--- src/rtl/serial_magnitude_comparator.sv ---
// serial_magnitude_comparator: computes a-b one DIGIT-wide chunk per clock (LSB chunk first), reports diff and eq/gt/lt/overflow.
// Ports: clk/rst; start, a, b, signed_mode in; busy, done, diff, a_eq_b, a_gt_b, a_lt_b, overflow out.
// Latency: start sampled at edge k -> results and done on edge k+NCYC; start ignored while busy (no queuing).
module serial_magnitude_comparator #(
  parameter int WIDTH = 8,
  parameter int DIGIT = 4
) (
  input  logic             clk,
  input  logic             rst,
  input  logic             start,
  input  logic [WIDTH-1:0] a,
  input  logic [WIDTH-1:0] b,
  input  logic             signed_mode,
  output logic             busy,
  output logic             done,
  output logic [WIDTH-1:0] diff,
  output logic             a_eq_b,
  output logic             a_gt_b,
  output logic             a_lt_b,
  output logic             overflow
);

  localparam int NCYC = WIDTH / DIGIT;
  localparam int CW   = (NCYC > 1) ? $clog2(NCYC) : 1;

  typedef enum logic [1:0] {IDLE, CALC, DONE} state_t;

  state_t state, state_nxt;

  logic [WIDTH-1:0] a_r, b_r;
  logic             mode_r;
  logic             carry;
  logic [CW-1:0]    cnt;

  logic             accept;
  logic             last;
  logic [DIGIT:0]   sum;
  logic [WIDTH-1:0] diff_nxt;
  logic             cin_msb;
  logic             ovf_nxt;
  logic             lt_nxt;
  logic             eq_nxt;

  assign accept = start && ((state == IDLE) || (state == DONE));
  assign last   = (state == CALC) && (cnt == CW'(NCYC - 1));

  // ---------------- FSM ----------------
  always_ff @(posedge clk or posedge rst) begin
    if (rst) state <= IDLE;
    else     state <= state_nxt;
  end

  always_comb begin
    state_nxt = state;
    case (state)
      IDLE:    if (start) state_nxt = CALC;
      CALC:    if (last)  state_nxt = DONE;
      DONE:    state_nxt = start ? CALC : IDLE;
      default: state_nxt = IDLE;
    endcase
  end

  assign busy = (state == CALC);
  assign done = (state == DONE);

  // ---------------- Datapath ----------------
  // Operands are shifted right each cycle so the active chunk is always in
  // the low DIGIT bits; subtraction is a + ~b + 1 with the +1 as initial carry.
  assign sum = {1'b0, a_r[DIGIT-1:0]} + {1'b0, ~b_r[DIGIT-1:0]} + (DIGIT + 1)'(carry);

  // Working register collects finished chunks from the top down, so on the
  // last chunk the full difference is {current chunk, earlier chunks}.
  generate
    if (NCYC > 1) begin : g_multi
      logic [WIDTH-DIGIT-1:0] work;
      always_ff @(posedge clk or posedge rst) begin
        if (rst)                work <= '0;
        else if (state == CALC) work <= diff_nxt[WIDTH-1:DIGIT];
      end
      assign diff_nxt = {sum[DIGIT-1:0], work};
    end else begin : g_single
      assign diff_nxt = sum[DIGIT-1:0];
    end
  endgenerate

  // Carry into the MSB recovered from the MSB sum bit: s = a ^ ~b ^ cin.
  assign cin_msb = diff_nxt[WIDTH-1] ^ a_r[DIGIT-1] ^ ~b_r[DIGIT-1];
  assign ovf_nxt = mode_r & (cin_msb ^ sum[DIGIT]);
  assign lt_nxt  = mode_r ? (diff_nxt[WIDTH-1] ^ ovf_nxt) : ~sum[DIGIT];
  assign eq_nxt  = (diff_nxt == '0);

  always_ff @(posedge clk or posedge rst) begin
    if (rst) begin
      a_r    <= '0;
      b_r    <= '0;
      mode_r <= 1'b0;
      carry  <= 1'b0;
      cnt    <= '0;
    end else if (accept) begin
      a_r    <= a;
      b_r    <= b;
      mode_r <= signed_mode;
      carry  <= 1'b1;
      cnt    <= '0;
    end else if (state == CALC) begin
      a_r   <= a_r >> DIGIT;
      b_r   <= b_r >> DIGIT;
      carry <= sum[DIGIT];
      cnt   <= cnt + CW'(1);
    end
  end

  // Results only change on the completing edge and hold otherwise.
  always_ff @(posedge clk or posedge rst) begin
    if (rst) begin
      diff     <= '0;
      a_eq_b   <= 1'b0;
      a_gt_b   <= 1'b0;
      a_lt_b   <= 1'b0;
      overflow <= 1'b0;
    end else if (last) begin
      diff     <= diff_nxt;
      a_eq_b   <= eq_nxt;
      a_gt_b   <= ~eq_nxt & ~lt_nxt;
      a_lt_b   <= lt_nxt;
      overflow <= ovf_nxt;
    end
  end

endmodule

--- config.mk ---
export PLATFORM = sky130hd
export DESIGN_NAME = serial_magnitude_comparator
export DESIGN_NICKNAME = d
export VERILOG_FILES = /design/src/rtl/serial_magnitude_comparator.sv
export SDC_FILE = /design/constraint.sdc
export NUM_CORES = 1
export LEC_CHECK = 0
export BUFFER_PORTS_ARGS = -buffer_cell sky130_fd_sc_hd__buf_2
export CORE_ASPECT_RATIO = 1.1
export CORE_UTILIZATION = 55
export DETAILED_ROUTE_END_ITERATION = 10
export GPL_ROUTABILITY_DRIVEN = 1
export GPL_TIMING_DRIVEN = 0
export HOLD_SLACK_MARGIN = 0.03
export PLACE_DENSITY = 0.8
export SETUP_SLACK_MARGIN = 0.4
export SLEW_MARGIN = 40
export SYNTH_ARGS = -nofsm -noshare
export SYNTH_HDL_FRONTEND = slang
export SYNTH_SLANG_ARGS = --single-unit
--- constraint.sdc ---
create_clock -name clk -period 5.8 [get_ports clk]
set_clock_uncertainty 0.2 [all_clocks]
set_input_delay 0 -clock clk [delete_from_list [all_inputs] [get_ports clk]]
set_output_delay 0 -clock clk [all_outputs]
set_load 0.02 [all_outputs]
Word level (Yosys, flattened, before mapping) --
Cells that the tools add are included.
Word-level totals: bits in registers 37, word-level logic and storage cells 50, bits of input ports 20
Cells by class: mux-type cells 13, reduce and logical (&&, ||, !) cells 7, bitwise logic cells 11, eq/ne operators 4, add/subtract/negate cells 3
Operators with widths (count):
- 2-to-1 mux 8 bit | 4
- logical NOT 8 bit | 1
- 2-to-1 mux 1 bit | 6
- case mux 2 bit (3 select lines) | 1
- adder 4 x 4 -> 5 bit | 1
- adder 5 x 1 -> 5 bit | 1
- 2-to-1 mux 2 bit | 2
- NOT 1 bit | 4
- NOT 4 bit | 1
- bitwise XOR 1 bit | 4
- bitwise AND 1 bit | 2
- equality test 2 x 1 -> 1 bit, second input constant | 1
- equality test 2 bit, second input constant | 1
- logical AND 1 bit | 2
- logical NOT 2 bit | 1
- != test 2 x 1 -> 1 bit, second input constant | 1
- != test 2 bit, second input constant | 1
- AND reduction 2 bit | 1
- nonzero test 2 bit | 1
- adder 1 bit, second input constant | 1
- logical OR 1 bit | 1

Longest topological paths before layout --
word-level depth 11, mapped depth 8, gate-level depth less buffers 8

Worst setup path after synthesis --
No wires, ideal clock.
kind reg2reg, start point register a_r[0], end point register overflow, path buffers 0, required time 5.477 ns, period minus slack after synthesis 2.285 ns, path slack 3.515 ns, cell stages (with the launch flop) 8, arrival 1.963 ns, path through dfrtp_1 > fa_1 > fa_1 > a21o_1 > a21oi_2 > xnor2_1 > xnor2_1 > o21ai_1
Between the ends: longest elaborated chain between the ends 6
Ends and longest elaborated chain:
- start, declared | line 30 | logic [WIDTH-1:0] a_r, b_r;
- start signal, assigned | line 106 | a_r <= a_r >> DIGIT;
- adder 4 x 4 -> 5 bit (*) | line 69 | assign sum = {1'b0, a_r[DIGIT-1:0]} + {1'b0, ~b_r[DIGIT-1:0]} + (DIGIT + 1)'(carry);
- adder 5 x 1 -> 5 bit (*) | line 69
- bitwise XOR 1 bit (2 in a row) | line 87 | assign cin_msb = diff_nxt[WIDTH-1] ^ a_r[DIGIT-1] ^ ~b_r[DIGIT-1];
- bitwise XOR 1 bit (*) | line 88 | assign ovf_nxt = mode_r & (cin_msb ^ sum[DIGIT]);
- bitwise AND 1 bit (*) | line 88
- end signal, assigned | line 126 | overflow <= ovf_nxt;
- end, declared | line 20 | output logic overflow
Mark *: on every way between the ends. The rest lies on a longest branch, timed or not. A chain may end at the register's enable or synchronous reset.

Final worst setup path --
Ends and elaborated chain as after synthesis.

==> flow_summary.json <==
{
  "synthesis.nets": 163,
  "core_region_area_um2": 2780,
  "powerDensity_nw_per_um2": 607,
  "synth_top_family_by_area": "compound AO/OA/AOI/OAI gates",
  "syn_area_um2": 1620,
  "synthXorXnorAreaFrac_pct": 3.72,
  "clock.fmax_mhz": 412,
  "synth.top_cell.area_share_pct": 57.3,
  "diodes": 0,
  "hold_class": "in -> async",
  "grt_first_pass_wirelength_um": 5690,
  "layout_commonest_cell": "dfrtp_1",
  "layout-drive-gt1-share_pct": 29.6,
  "htreeDepth": 2,
  "synthArstFlopShare_pct": 100,
  "min_period_ps": 2420,
  "nets": 221,
  "setup_tns_ps": 0,
  "synth_edf_count": 0,
  "path_cells": "fa_1 -> fa_1 -> a21o_1 -> a21oi_2 -> xnor2_1 -> xnor2_1 -> o21ai_1",
  "num_vias": 1239,
  "start_util_pct": 58.2,
  "die_y_um": 58.9,
  "cap_violations": 0,
  "grt_max_degree": 38,
  "drt-vias-per-instance": 5.41,
  "fin_crit_sh_pct": 41.8,
  "synth.area.mux_share_pct": 5.11,
  "relSlewSlack_pct": 59.0,
  "rsz0062_at_grt": "false",
  "finalSetupViolCount": 0,
  "clock_path_buffers": 2,
  "layout_common_cells": "37 x dfrtp_1, 36 x buf_2, 24 x nand2_1, 18 x dlygate4sd3_1, 8 x a22o_1",
  "cpPeakStageDelay_ps": 460,
  "final_util_pct": 74.1,
  "ios": 34,
  "synth_compound_area_share_pct": 14.5,
  "synth_seq_area_share_pct": 57.3,
  "ys_ff_latch": 37,
  "drtIter0Drc": 20,
  "wirelength_um": 3310,
  "cts_tree": "done",
  "setup.worst_path.start_class": "register",
  "clock_latency_ps": 340,
  "synthSimpleGateAreaFrac_pct": 10.3,
  "path_max_fanout": 3,
  "num_rows": 20,
  "synth_warnings": 0,
  "cts_buffers": 5,
  "peakVddDrop_uv": 370,
  "avgSynthCellArea_um2": 11.7,
  "routabilityCongestion": 0.775,
  "tightest_slew_ps": 615,
  "synth_top_cell_by_area": "dfrtp_1",
  "synth.distinct_cells": 34,
  "synthAdderAreaFrac_pct": 4.80,
  "status": "finished clean",
  "drt-wirelength-per-cell_um": 14.5,
  "cp.required_ps": 5840,
  "dp_hpwl_um": 2170,
  "hold_violations": 0,
  "ys_top_cells_by_area": "dfrtp_1 57%, nand2_1 5.6%, a22o_1 4.3%, mux2_2 4.2%, a221o_1 2.5%",
  "synthToLayoutAreaGrowth_pct": 27.4,
  "place.port_buffers": 33,
  "arrival_ps": 2460,
  "leakage_nw": 1.02,
  "drcViolationCount": 0,
  "finalMaxSlewViolations": 0,
  "dieArea_um2": 3160,
  "clock-sinks": 37,
  "critPathKind": "reg -> reg",
  "synth-main-ff-cell": "dfrtp_1",
  "clk_pin_slew_ps": 110,
  "root_buffer": "clkbuf_4",
  "critPathCaptureType": "register",
  "cts_setup_buffers": 0,
  "first_pass_iters": 4,
  "grt_pass1_vias": 1266,
  "cp_slowest_cell": "fa_1",
  "antenna_found_initial": 0,
  "ant_nets": 0,
  "die_w_um": 53.7,
  "postSynthCellCount": 138,
  "grt.overflow.total": 0,
  "grt_usage_pct": 25.9
}
## routing by layer
layer | track usage, % | share of wire (%)
met2 | 42.7 | 51
met4 | 11.7 | 2.0
met1 | 31.0 | 42
met5 | 0 | 0
met3 | 6.98 | 4.8
## state kept, by name, indices dropped and copies added, names as in the netlist, 2 cells and up
signal and cells:
a_r 8, b_r 8, g_multi.work 4, state 2
diff 8
## stage by stage
stage                     power [mW]  instance area, um^2  hold WS, ps  cells  setup WS, ps
final                           1.25                 2060         58.8    229          3380
after detailed placement        1.11                 1820        -26.1    204          3380
after CTS                       1.26                 2060          144    229          3360
after global placement          1.08                 1820         16.3    204          3430
after global routing            1.35                 2060          124    229          3260
after floorplan                0.944                 1620        -71.9    138          3510
## layout make-up
| class | instances | area, um^2 |
|---|---|---|
| flip-flops and latches | 37 | 926 |
| plain buffers | 7 | 41.3 |
| inverters | 7 | 30.0 |
| repair buffers | 51 | 345 |
| well taps | 33 | 41.3 |
| clock buffers | 7 | 55.1 |
| multi-input cells | 87 | 621 |
| fillers | 207 | 718 |
## critical path, delay by kind of cell, from the launching register on
family,cells,cell delay (ps)
compound gates,3,520
xor+xnor,2,300
fa+ha+maj,2,880
flops,1,420
## logic make-up (layout without fill, tap and decap cells)
logic type | Yosys count | count (layout)
compound gates | 31 | 31
flops | 37 | 37
buf+inv | 14 | 72
simple gates | 38 | 38
fa+ha+maj | 5 | 5
mux | 7 | 7
xor+xnor | 6 | 6
## cell usage after synthesis (3+ instances only)
master   count
mux2_2       6
ha_1         3
xnor2_1      3
o21ai_0      7
buf_2        3
nor3_1       5
a221o_1      4
inv_1        5
a22oi_1      4
dfrtp_1     37
nand2_1     24
a22o_1       8
## worst paths after layout
kind | slack (ps) | cells past startpoint | endpoint | from
worst max-delay path | 3380 | 7 | overflow | a_r[0]
worst min-delay path | 60 | 3 | b_r[3] | rst
worst max register to register | 3380 | 7 | overflow | a_r[0]
worst min register to register | 280 | 2 | diff[7] | diff[7]
max in group asynchronous | 4960 | 3 | diff[0] | rst
min in group clk | 150 | 5 | b_r[3] | start
## power by group
part           leakage, nW  switching [mW]  internal (mW)
clock               0.0314          0.0810         0.0572
sequential           0.463          0.0717          0.380
combinational        0.530           0.374          0.287
## what timing repair did
item,in CTS,in global routing
hold buffers,18,0
gates resized for setup,0,0
endpoints found under the hold margin,54,0
Note: power is estimated with default switching activity, not from simulation.
